--- config.mk ---
export PLATFORM = sky130hd
export DESIGN_NAME = mux_pattern_sequencer
export DESIGN_NICKNAME = d
export VERILOG_FILES = /design/src/rtl/mux_seq_pkg.sv /design/src/rtl/mux_hold_timer.sv /design/src/rtl/mux_pattern_sequencer.sv
export SDC_FILE = /design/constraint.sdc
export NUM_CORES = 1
export LEC_CHECK = 0
export BUFFER_PORTS_ARGS = -buffer_cell sky130_fd_sc_hd__buf_2
export CELL_PAD_IN_SITES_DETAIL_PLACEMENT = 0
export CELL_PAD_IN_SITES_GLOBAL_PLACEMENT = 1
export CORE_UTILIZATION = 43
export DETAILED_ROUTE_END_ITERATION = 8
export PLACE_DENSITY = 0.83
export SETUP_SLACK_MARGIN = 0.02
export SLEW_MARGIN = 5
export SYNTH_ARGS = -nofsm -noshare
export SYNTH_HDL_FRONTEND = slang
export SYNTH_SLANG_ARGS = --single-unit
--- constraint.sdc ---
create_clock -name clk -period 2.18 [get_ports clk]
set_input_delay 0.436 -clock clk [delete_from_list [all_inputs] [get_ports clk]]
set_output_delay 0.436 -clock clk [all_outputs]
set_load 0.03 [all_outputs]
--- src/rtl/mux_seq_pkg.sv ---
// Shared state encoding, sizes and the reference 2:1 mux function for the
// mux pattern sequencer.
package mux_seq_pkg;

    typedef enum logic [1:0] {
        IDLE  = 2'd0,
        DRIVE = 2'd1,
        DONE  = 2'd2
    } state_e;

    localparam int NUM_PATTERNS = 8;
    localparam int ERR_W        = 4;

    // Golden behaviour of the mux under test: s picks i1, otherwise i0.
    function automatic logic mux_ref(input logic i0, input logic i1, input logic s);
        return s ? i1 : i0;
    endfunction

endpackage

--- src/rtl/mux_hold_timer.sv ---
// Hold-window timer: counts while enabled and raises tick on the last cycle
// of every HOLD_CYCLES-long window; clr holds the count at zero.
module mux_hold_timer #(
    parameter int HOLD_CYCLES = 20,
    parameter int CNT_W       = 8
) (
    input  logic clk,
    input  logic rst_n,
    input  logic clr,
    output logic tick
);

    localparam logic [CNT_W-1:0] LAST = CNT_W'(HOLD_CYCLES - 1);

    logic [CNT_W-1:0] cnt_q, cnt_d;

    assign tick = !clr && (cnt_q == LAST);

    always_comb begin
        cnt_d = cnt_q + CNT_W'(1);
        if (clr || tick) begin
            cnt_d = '0;
        end
    end

    always_ff @(posedge clk or negedge rst_n) begin
        if (!rst_n) begin
            cnt_q <= '0;
        end else begin
            cnt_q <= cnt_d;
        end
    end

endmodule

--- src/rtl/mux_pattern_sequencer.sv ---
// Self-test sequencer for a 2:1 mux: walks {i0,i1,s} through all 8 patterns,
// checks y on the last cycle of each hold window and reports pass/err_cnt.
// Optional first-failure capture is enabled with `define MUXSEQ_FIRST_FAIL_EN.
module mux_pattern_sequencer
    import mux_seq_pkg::*;
#(
    parameter int HOLD_CYCLES = 20,
    parameter int CNT_W       = 8
) (
    input  logic             clk,
    input  logic             rst_n,
    input  logic             start,
    input  logic             y,
    output logic             i0,
    output logic             i1,
    output logic             s,
    output logic             busy,
    output logic             done,
    output logic             pass,
    output logic [ERR_W-1:0] err_cnt
`ifdef MUXSEQ_FIRST_FAIL_EN
    ,
    output logic             first_fail_vld,
    output logic [2:0]       first_fail_idx
`endif
);

    localparam logic [2:0] LAST_IDX = 3'(NUM_PATTERNS - 1);

    state_e           state_q, state_d;
    logic [2:0]       idx_q, idx_d;
    logic             busy_q, busy_d;
    logic             done_q, done_d;
    logic             pass_q, pass_d;
    logic [ERR_W-1:0] err_q, err_d;
    logic             tick;
    logic             mismatch;
`ifdef MUXSEQ_FIRST_FAIL_EN
    logic             ff_vld_q, ff_vld_d;
    logic [2:0]       ff_idx_q, ff_idx_d;
`endif

    mux_hold_timer #(
        .HOLD_CYCLES(HOLD_CYCLES),
        .CNT_W      (CNT_W)
    ) u_timer (
        .clk  (clk),
        .rst_n(rst_n),
        .clr  (state_q != DRIVE),
        .tick (tick)
    );

    // idx doubles as the driven pattern, so i0/i1/s stay at 111 after a run.
    assign {i0, i1, s} = idx_q;
    assign mismatch    = (y != mux_ref(idx_q[2], idx_q[1], idx_q[0]));
    assign busy        = busy_q;
    assign done        = done_q;
    assign pass        = pass_q;
    assign err_cnt     = err_q;
`ifdef MUXSEQ_FIRST_FAIL_EN
    assign first_fail_vld = ff_vld_q;
    assign first_fail_idx = ff_idx_q;
`endif

    always_comb begin
        state_d = state_q;
        idx_d   = idx_q;
        busy_d  = busy_q;
        done_d  = 1'b0;
        pass_d  = pass_q;
        err_d   = err_q;
`ifdef MUXSEQ_FIRST_FAIL_EN
        ff_vld_d = ff_vld_q;
        ff_idx_d = ff_idx_q;
`endif
        case (state_q)
            IDLE: begin
                if (start) begin
                    state_d = DRIVE;
                    idx_d   = '0;
                    busy_d  = 1'b1;
                    pass_d  = 1'b0;
                    err_d   = '0;
`ifdef MUXSEQ_FIRST_FAIL_EN
                    ff_vld_d = 1'b0;
                    ff_idx_d = '0;
`endif
                end
            end
            DRIVE: begin
                if (tick) begin
                    if (mismatch) begin
                        err_d = err_q + ERR_W'(1);
`ifdef MUXSEQ_FIRST_FAIL_EN
                        if (!ff_vld_q) begin
                            ff_vld_d = 1'b1;
                            ff_idx_d = idx_q;
                        end
`endif
                    end
                    if (idx_q == LAST_IDX) begin
                        // The verdict includes the compare made on this edge.
                        state_d = DONE;
                        busy_d  = 1'b0;
                        done_d  = 1'b1;
                        pass_d  = (err_d == '0);
                    end else begin
                        idx_d = idx_q + 3'd1;
                    end
                end
            end
            DONE: begin
                state_d = IDLE;
            end
            default: begin
                state_d = IDLE;
            end
        endcase
    end

    always_ff @(posedge clk or negedge rst_n) begin
        if (!rst_n) begin
            state_q <= IDLE;
            idx_q   <= '0;
            busy_q  <= 1'b0;
            done_q  <= 1'b0;
            pass_q  <= 1'b0;
            err_q   <= '0;
`ifdef MUXSEQ_FIRST_FAIL_EN
            ff_vld_q <= 1'b0;
            ff_idx_q <= '0;
`endif
        end else begin
            state_q <= state_d;
            idx_q   <= idx_d;
            busy_q  <= busy_d;
            done_q  <= done_d;
            pass_q  <= pass_d;
            err_q   <= err_d;
`ifdef MUXSEQ_FIRST_FAIL_EN
            ff_vld_q <= ff_vld_d;
            ff_idx_q <= ff_idx_d;
`endif
        end
    end

endmodule

; Yosys cells after proc, flatten, opt, wreduce, memory -nomap -nowiden
; Cells that the tools add are included.
[totals]
wordCells = 56
ff_bits = 20
inputBits = 4
out_inout_bits = 10
[classes]
mux = 27
add_sub_neg = 3
n_eq_ne = 9
reduce_logical = 10
[op_table]
columns = op, count
row1 = $mux W4, 5
row2 = $mux W1, 10
row3 = $mux W3, 3
row4 = $add A8 B1 Y8 const B, 1
row5 = $eq A8 B5 Y1 const B, 1
row6 = $mux W8, 1
row7 = $pmux W4 S2, 1
row8 = $reduce_and A4 Y1, 2
row9 = $mux W2, 3
row10 = $ne A2 B2 Y1 const B, 3
row11 = $pmux W3 S2, 1
row12 = $reduce_and A3 Y1, 2
row13 = $add A4 B1 Y4 const B, 1
row14 = $logic_not A4 Y1, 1
row15 = $ne A2 B1 Y1 const B, 2
row16 = $pmux W1 S2, 2
row17 = $pmux W2 S2, 1
row18 = $add A3 B1 Y3 const B, 1
row19 = $eq A3 B3 Y1 const B, 1
row20 = $eq A2 B1 Y1 const B, 1
row21 = $logic_not A2 Y1, 1
row22 = $reduce_bool A2 Y1, 1
row23 = $logic_and A1 B1 Y1, 1
row24 = $logic_not A1 Y1, 1
row25 = other kinds (2), 2

; Longest topological paths before layout
; Gate-level depths: netlist of run 1.
[logic_depth]
word_depth = 9
depth_mapped = 6

; Cells and area by module
; Synthesis of run 1 repeated with hierarchy kept, for this count alone.
[hier_totals]
cells_unflattened = 109
hier_area_um2 = 1052.3
[modules_own_cells]
columns = module, cells_per_inst, instances, area_each_um2
row1 = mux_pattern_sequencer, 68, 1, 653.1
row2 = mux_hold_timer, 41, 1, 399.1

; Worst setup path before layout of run 1
; No wires, ideal clock.
[synth_timing]
path_kind = register -> register
start = register idx_q[0]
end = register idx_q[0]
setup_ns = 0.125
period_less_slack_ns = 1.713
path_buffers = 0
path_stages_with_launch = 7
arrival_time_ns = 1.588
path_slack_ns = 0.467
path_cell_list = dfrtp_1 ha_1 ha_1 nor2b_1 nand2_1 a21o_1 mux2_2
[synth_between]
elab_chain_len = 4
elab_cells_between_ends = 7
cone_classes = add/sub (1) / eq/ne (2) / mux (3) / reduce/logical (1)
[synth_lines]
columns = item, line_no
row1 = from (decl), mux_pattern_sequencer.sv:31  ; logic [2:0] idx_q, idx_d;
row2 = from (signal assigned), mux_pattern_sequencer.sv:135  ; idx_q <= idx_d;
row3 = $add A3 B1 Y3, mux_pattern_sequencer.sv:108  ; idx_d = idx_q + 3'd1;
row4 = $mux W3, mux_pattern_sequencer.sv:101  ; if (idx_q == LAST_IDX) begin
row5 = $mux W3, mux_pattern_sequencer.sv:91  ; if (tick) begin
row6 = $pmux W3 S2, mux_pattern_sequencer.sv:76  ; case (state_q)
; Several ways; a longest one is shown, not always the timed one. The select of a mux whose other input is x is not followed.
; A chain may end at the register's enable or synchronous reset.

; Worst setup path in the final report of run 1
[layout_timing]
start = register u_timer.cnt_q[0]
end = register err_q[0] (netlist: err_cnt[0])
[layout_between]
elab_chain_len = 4
[layout_lines]
columns = item, line_no
row1 = from (decl), mux_hold_timer.sv:15  ; logic [CNT_W-1:0] cnt_q, cnt_d;
row2 = from (signal assigned), mux_hold_timer.sv:30  ; cnt_q <= cnt_d;
row3 = $eq A8 B5 Y1, mux_hold_timer.sv:17  ; assign tick = !clr && (cnt_q == LAST);
row4 = $logic_and A1 B1 Y1, mux_hold_timer.sv:17
row5 = $ne A2 B1 Y1 (no line), n/a
row6 = $reduce_and A3 Y1 (no line), n/a
row7 = to (signal assigned), mux_pattern_sequencer.sv:139  ; err_q <= err_d;
row8 = to (decl), mux_pattern_sequencer.sv:35  ; logic [ERR_W-1:0] err_q, err_d;
; No other way between the ends.

==> results of run 1 <==
## area by class of cell
cell class,instances,area [um2],share of cell area
Sequential cell,20,500.5,0.4504
Multi-Input combinational cell,68,476.7,0.4291
Timing Repair Buffer,13,65.06,0.05856
Tap cell,28,35.03,0.03153
Clock buffer,3,22.52,0.02027
Inverter,3,11.26,0.01014
## worst paths after layout
path	start	endpoint	slack (ns)
max in group asynchronous	rst_n	err_cnt[0]	1.82
setup / recovery	u_timer.cnt_q[0]	err_cnt[0]	0.50
hold / removal	rst_n	state_q[1]	0.05
hold reg to reg	u_timer.cnt_q[0]	u_timer.cnt_q[0]	0.50
min in group clk	u_timer.cnt_q[0]	u_timer.cnt_q[0]	0.50
setup reg to reg	u_timer.cnt_q[0]	err_cnt[0]	0.50
## cells in the final DEF (no fill, tap or decap), types with 2 or more instances in the layout
master / instances
sky130_fd_sc_hd__dfrtp_1: 20
sky130_fd_sc_hd__nor2_1: 13
sky130_fd_sc_hd__buf_2: 13
sky130_fd_sc_hd__xor2_1: 5
sky130_fd_sc_hd__nand2_1: 5
sky130_fd_sc_hd__nand3_1: 4
sky130_fd_sc_hd__ha_1: 4
sky130_fd_sc_hd__inv_1: 3
sky130_fd_sc_hd__a22o_1: 3
sky130_fd_sc_hd__o21ai_0: 3
sky130_fd_sc_hd__clkbuf_4: 3
sky130_fd_sc_hd__nand2b_1: 2
sky130_fd_sc_hd__and2_1: 2
sky130_fd_sc_hd__and3_1: 2
sky130_fd_sc_hd__xnor2_1: 2
sky130_fd_sc_hd__nor2b_1: 2
sky130_fd_sc_hd__a21o_1: 2
sky130_fd_sc_hd__mux2_2: 2
## cell usage after synthesis, drive strengths merged, types with 2 or more instances
master	count	area (um2)
and3	2	12.51
nor2	13	48.80
nand3	4	20.02
mux2i	2	23.77
o21ai	3	15.01
xor2	5	43.79
nor2b	2	12.51
inv	3	11.26
nand2b	2	12.51
nand2	5	18.77
and2	2	12.51
xnor2	3	33.79
a22o	3	26.28
dfrtp	20	500.5
mux2	2	22.52
ha	4	50.05
a21o	2	15.01
or2	2	12.52
## cells by family after synthesis
kind of cell               synth area share
and+or+nand+nor                      0.1980
adders and majority gates           0.05044
DFF                                  0.5044
xor gates and xnor gates            0.07819
AOI/OAI and AO/OA                    0.1072
buffers and inverters               0.01513
muxes                               0.04665
## critical path: cells and delay by family, from the launching register on
kind	cells	cell delay (ns)
fa+ha+maj	1	0.21
flops	1	0.40
mux	1	0.27
simple gates	2	0.32
compound gates	2	0.38
## flip-flops by register name, indices dropped and copies added (netlist names)
signal / cells
u_timer.cnt_q: 8
err_cnt: 4
idx_q: 3
state_q: 2
busy: 1
done: 1
pass: 1
## layer usage
metal | global-route usage | up-vias | share of wire
met5 | 0 | - | 0
met3 | 0.03704 | 5 | 0.030
met2 | 0.2267 | 12 | 0.45
met1 | 0.2137 | 344 | 0.50
met4 | 0.1000 | 0 | 0.026
li1 | - | 352 | -
## metrics by stage
step | hold slack (ns) | setup WS, ns | instance area [um2]
6_report | 0.04959 | 0.4998 | 1111
5_1_grt | 0.08291 | 0.3159 | 1111
4_1_cts | 0.07039 | 0.4841 | 1111
3_5_place_dp | 0.4067 | 0.5012 | 1089
3_3_place_gp | 0.4075 | 0.5412 | 1089
2_1_floorplan | 0.1404 | 0.4673 | 992.2
## report_power, final
group          internal [mW]  switching [mW]
Clock                 0.0647           0.116
Combinational         0.0147          0.0259
Sequential             0.375         0.00670
Total                  0.454           0.149
==> impl_results.rst, run 1 <==
.. list-table::
   :header-rows: 1

   * - Metric
     - Value
   * - Status
     - complete, no violations
   * - Number of DRC markers after the initial detailed-route iteration
     - 8
   * - CP required
     - 2.39 ns
   * - CTS hold repair buffers
     - 0
   * - TritonCTS clock tree
     - done
   * - Fraction of the yosys area taken by sequential cells
     - 0.5044
   * - Yosys reg bits
     - 20
   * - Global-route wire length before repair
     - 2863 um
   * - Final Hold Vio Count
     - 0
   * - Crit Path Class
     - reg -> reg
   * - Total wire length after detailed routing
     - 1661 um
   * - CTS-repair resized insts
     - 0
   * - TritonCTS sink count
     - 20
   * - LEAKAGE
     - 0.5494 nW
   * - Clock latency reported for the late side of the worst-skew pair
     - 0.31 ns
   * - Ratio of cells with drive above 1 in the final layout
     - 0.1963
   * - Pwr Total
     - 603.3 uW
   * - Synth unique cells
     - 34
   * - Total number of yosys warnings
     - 0
   * - Grt ovf
     - 0
   * - Detail-routed via count per cell
     - 5.281
   * - WP data arrival
     - 1.89 ns
   * - Worst min-delay path category
     - in -> async
   * - Synth-to-layout area growth
     - 11.98%
   * - Actual transition at the worst max-transition pin
     - 0.4428 ns
   * - Cell count after placement
     - 132
   * - Pre-antenna DRT Iters
     - 2
   * - Maximum buffer depth of the clock tree
     - 2
   * - Top Ports
     - 14
   * - Dpl hpwl
     - 1248 um
   * - Vias in the first global route
     - 658
   * - Number of fill cells in the layout
     - 203
   * - Slowest library cell on the worst path
     - sky130_fd_sc_hd__dfrtp_1
   * - End-of-flow core utilization
     - 0.5071
   * - Worst stage delay on the critical path
     - 0.40 ns
   * - Initial core utilization
     - 0.4529
   * - Port-buffer cells
     - 13
   * - Gate Count Post-Synth
     - 92
   * - Asr flop ratio synth
     - 1.000
   * - Period utilization
     - 0.7707
   * - Maximum net fanout on the critical path
     - 4
   * - Shortest period the worst path allows
     - 1.680 ns
   * - Reported max-cap violation count
     - 0
   * - Net Count, Synth
     - 100
   * - Die Footprint
     - 2504 um2
   * - DRC
     - 0
   * - Fin nets
     - 117
   * - Clk slew on worst S/H paths
     - 0.11 ns
   * - Routed vias
     - 713
   * - Slew margin rel.
     - 0.7048
   * - Combined global-route utilization of all metal layers
     - 0.1589
   * - Final std cells w/o fill
     - 135
   * - Maximum operating frequency
     - 0.5952 GHz
   * - Endpoint class of the critical path
     - flip-flop
   * - Post-synth EDFFs
     - 0
   * - Final-report max-slew violation count
     - 0
   * - Final antenna-violating net count
     - 0
   * - Number of buffers inserted to repair setup after CTS
     - 0
   * - Post-Route Setup TNS
     - 0 ns
   * - Initial antenna violation count
     - 0
   * - Mapped Avg Cell Area
     - 10.78 um2
   * - Largest net degree at the start of global routing
     - 21
   * - Average wire per cell in the routed design
     - 12.30 um
   * - Prevailing post-synth register cell
     - sky130_fd_sc_hd__dfrtp_1
   * - Height of the chip
     - 50.04 um
   * - Diodes inserted
     - 0
   * - Crit-path cells
     - ha_1 -> and4bb_1 -> nand3_1 -> a21o_1 -> o21bai_1 -> mux2_2
   * - Total of endpoints with negative setup slack in the final report
     - 0
   * - RSZ-0062 raised after global routing
     - false
   * - Largest voltage drop on the vdd net
     - 259.9 uV
   * - Synthesized cell area
     - 992.2 um2
   * - Final weighted congestion in routability-driven placement
     - 0.7756
   * - H-tree levels
     - 1
   * - Reg2reg path depth
     - 6
   * - Core region area
     - 2191 um2
   * - Die width
     - 50.04 um
   * - Power density normalized to cell area
     - 543.0 nW/um2
   * - CTS Buf Count
     - 3
   * - Number of rows created at floorplan
     - 17
   * - Worst Clk Skew
     - 0.003298 ns
   * - Root Buffer
     - sky130_fd_sc_hd__clkbuf_4
   * - Sort of element at the start of the critical path
     - flip-flop
Note: power is estimated with default switching activity, not from simulation.
==> run 2: changes to the inputs <==
--- a/config.mk
+++ b/config.mk
@@ -8,9 +8,9 @@
 export BUFFER_PORTS_ARGS = -buffer_cell sky130_fd_sc_hd__buf_2
 export CELL_PAD_IN_SITES_DETAIL_PLACEMENT = 0
 export CELL_PAD_IN_SITES_GLOBAL_PLACEMENT = 1
-export CORE_UTILIZATION = 43
+export CORE_UTILIZATION = 39
 export DETAILED_ROUTE_END_ITERATION = 8
-export PLACE_DENSITY = 0.83
+export PLACE_DENSITY = 0.8
 export SETUP_SLACK_MARGIN = 0.02
 export SLEW_MARGIN = 5
 export SYNTH_ARGS = -nofsm -noshare
==> constraint.sdc (replaced) <==
create_clock -name clk -period 1.34 [get_ports clk]
set_input_delay 0.268 -clock clk [delete_from_list [all_inputs] [get_ports clk]]
set_output_delay 0.268 -clock clk [all_outputs]
set_load 0.03 [all_outputs]
==> run 2 against run 1 <==
The flow now finishes with violations (negative setup slack). Clock skew decreased by 0.0025 ns. Non-clock buffer count increased by 33. Critical path depth unchanged. Count of clock-buffer cells in the layout increased by 1. Setup slack got worse by 0.75 ns. Flip-flop and latch count unchanged. Maximum frequency increased by 5.4%.
==> impl_results.rst, run 2 (same netlist as run 1, synthesis figures left out) <==
.. list-table::
   :header-rows: 1

   * - Metric
     - Value
   * - Height of the chip
     - 52.44 um (+4.8%)
   * - WP data arrival
     - 1.80 ns (-0.09 ns)
   * - Dpl hpwl
     - 1573 um (+26%)
   * - End-of-flow core utilization
     - 0.6618 (+0.1546)
   * - Pre-antenna DRT Iters
     - 4 (+2)
   * - Max reg flops
     - 8 (unchanged)
   * - Maximum buffer depth of the clock tree
     - 2 (unchanged)
   * - Worst Clk Skew
     - 0.0008386 ns (-0.002460 ns)
   * - LEAKAGE
     - 0.7262 nW (+32%)
   * - Maximum net fanout on the critical path
     - 4 (unchanged)
   * - TritonCTS sink count
     - 20 (unchanged)
   * - Crit Path Class
     - reg -> reg
   * - Final worst setup slack
     - -0.2548 ns (-0.7546 ns)
   * - Synth-to-layout area growth
     - 53.22%
   * - Ratio of cells with drive above 1 in the final layout
     - 0.5390 (+0.3427)
   * - TritonCTS clock tree
     - done
   * - Top Ports
     - 14 (unchanged)
   * - Combined global-route utilization of all metal layers
     - 0.1935 (+0.03465)
   * - Area of the multi-input gates
     - 580.6 um2 (+22%)
   * - Grt ovf
     - 0 (unchanged)
   * - Die Footprint
     - 2750 um2 (+9.8%)
   * - Largest net degree at the start of global routing
     - 21 (unchanged)
   * - Number of fill cells in the layout
     - 193 (-4.9%)
   * - Final antenna-violating net count
     - 0 (unchanged)
   * - Violated checks
     - negative setup slack
   * - Power density normalized to cell area
     - 706.8 nW/um2 (+30%)
   * - Detail-routed via count per cell
     - 5.095 (-3.5%)
   * - DRC
     - 0 (unchanged)
   * - H-tree levels
     - 1 (unchanged)
   * - Actual transition at the worst max-transition pin
     - 0.4378 ns (-0.005084 ns)
   * - Cell count after placement
     - 162 (+23%)
   * - CP required
     - 1.55 ns (-0.84 ns)
   * - Commonest cells after routing, fill and taps aside
     - sky130_fd_sc_hd__buf_4, sky130_fd_sc_hd__dfrtp_1, sky130_fd_sc_hd__buf_2
   * - Period utilization
     - 1.190 (+0.4194)
   * - Initial antenna violation count
     - 0 (unchanged)
   * - Largest voltage drop on the vdd net
     - 522.8 uV (+100%)
   * - Status
     - finished with violations
   * - Clk slew on worst S/H paths
     - 0.11 ns (about the same)
   * - Placed Area
     - 1338 um2 (+23%)
   * - Initial core utilization
     - 0.4319 (-0.02097)
   * - Reported max-cap violation count
     - 0 (unchanged)
   * - Total wire length after detailed routing
     - 2228 um (+34%)
   * - Minimum hold slack
     - 0.4173 ns (+0.3677 ns)
   * - Average wire per cell in the routed design
     - 13.18 um (+7.2%)
   * - Routed vias
     - 861 (+21%)
   * - RSZ-0062 raised after global routing
     - true
   * - Die width
     - 52.44 um (+4.8%)
   * - Final weighted congestion in routability-driven placement
     - 0.7577 (-2.3%)
   * - Diodes inserted
     - 0 (unchanged)
   * - Total of endpoints with negative setup slack in the final report
     - 17 (+17)
   * - Worst min-delay path category
     - in -> async
   * - Pwr Total
     - 1.074 mW (+78%)
   * - Fin nets
     - 150 (+28%)
   * - Most common cell after layout, fill and taps aside
     - sky130_fd_sc_hd__buf_4
   * - Post-Layout Inst Area
     - 1520 um2 (+37%)
   * - Final std cells w/o fill
     - 169 (+25%)
   * - Maximum operating frequency
     - 0.6270 GHz (+5.4%)
   * - Setup slack at placement
     - -0.2652 ns (-0.7664 ns)
   * - CTS Buf Count
     - 3 (unchanged)
   * - Core region area
     - 2297 um2 (+4.9%)
   * - Root Buffer
     - sky130_fd_sc_hd__clkbuf_4
   * - Port-buffer cells
     - 13 (unchanged)
   * - Clock latency reported for the late side of the worst-skew pair
     - 0.31 ns (about the same)
   * - Final Hold Vio Count
     - 0 (unchanged)
   * - Post-Route Setup TNS
     - -2.110 ns (-2.110 ns)
   * - Final-report max-slew violation count
     - 0 (unchanged)
   * - Vias in the first global route
     - 867 (+32%)
   * - Register ranked first by flip-flop count
     - u_timer.cnt_q
   * - Seq. cell area
     - 504.2 um2 (+0.75%)
   * - Sort of element at the start of the critical path
     - flip-flop
   * - Global-route wire length before repair
     - 3767 um (+32%)
   * - Slew margin rel.
     - 0.7082 (+0.003389)
   * - Endpoint class of the critical path
     - flip-flop
   * - Shortest period the worst path allows
     - 1.595 ns (-0.08538 ns)
   * - Number of DRC markers after the initial detailed-route iteration
     - 8 (unchanged)
   * - Number of rows created at floorplan
     - 17 (unchanged)
run 2: cell type report:
cell class,instances,share of cell area
timing repair buffer,46,0.2321
tap,28,0.02305
inverter,3,0.007407
multi-input combinational,68,0.3819
clock buffer,4,0.02387
sequential,20,0.3317
run 2: timing repair:
item,CTS,global route
pin swaps,8,7
hold endpoints to repair,20,0
setup endpoints to repair,22,22
resized for setup,23,11
hold buffers,1,0
buffers inserted,1,2
run 2: power by group:
group          internal (mW)  switching (mW)
registers              0.610         0.00555
logic                 0.0428          0.0554
clock network          0.166           0.195
run 2: metal layers:
metal	track usage	vias up	routed length (um)
met1	0.2298	418	919
met3	0.04348	5	61
met2	0.3333	17	1205
met5	0	-	0
li1	-	421	-
met4	0.07895	0	41
run 2: critical path, stage by stage (launching register included):
cell	delay (ns)
sky130_fd_sc_hd__dfrtp_2	0.45
sky130_fd_sc_hd__ha_2	0.19
sky130_fd_sc_hd__ha_4	0.15
sky130_fd_sc_hd__nor2b_1	0.17
sky130_fd_sc_hd__nand2_2	0.06
sky130_fd_sc_hd__a21o_1	0.20
sky130_fd_sc_hd__mux2_4	0.27
run 2: final timing paths:
path | slack (ns) | startpoint | cells past startpoint | to
max | -0.25 | idx_q[0] | 6 | idx_q[0]
min | 0.42 | rst_n | 2 | pass
max reg2reg | -0.25 | idx_q[0] | 6 | idx_q[0]
min reg2reg | 0.52 | busy | 1 | busy
max in group asynchronous | 0.60 | rst_n | 2 | idx_q[1]
min in group clk | 0.47 | start | 4 | state_q[0]
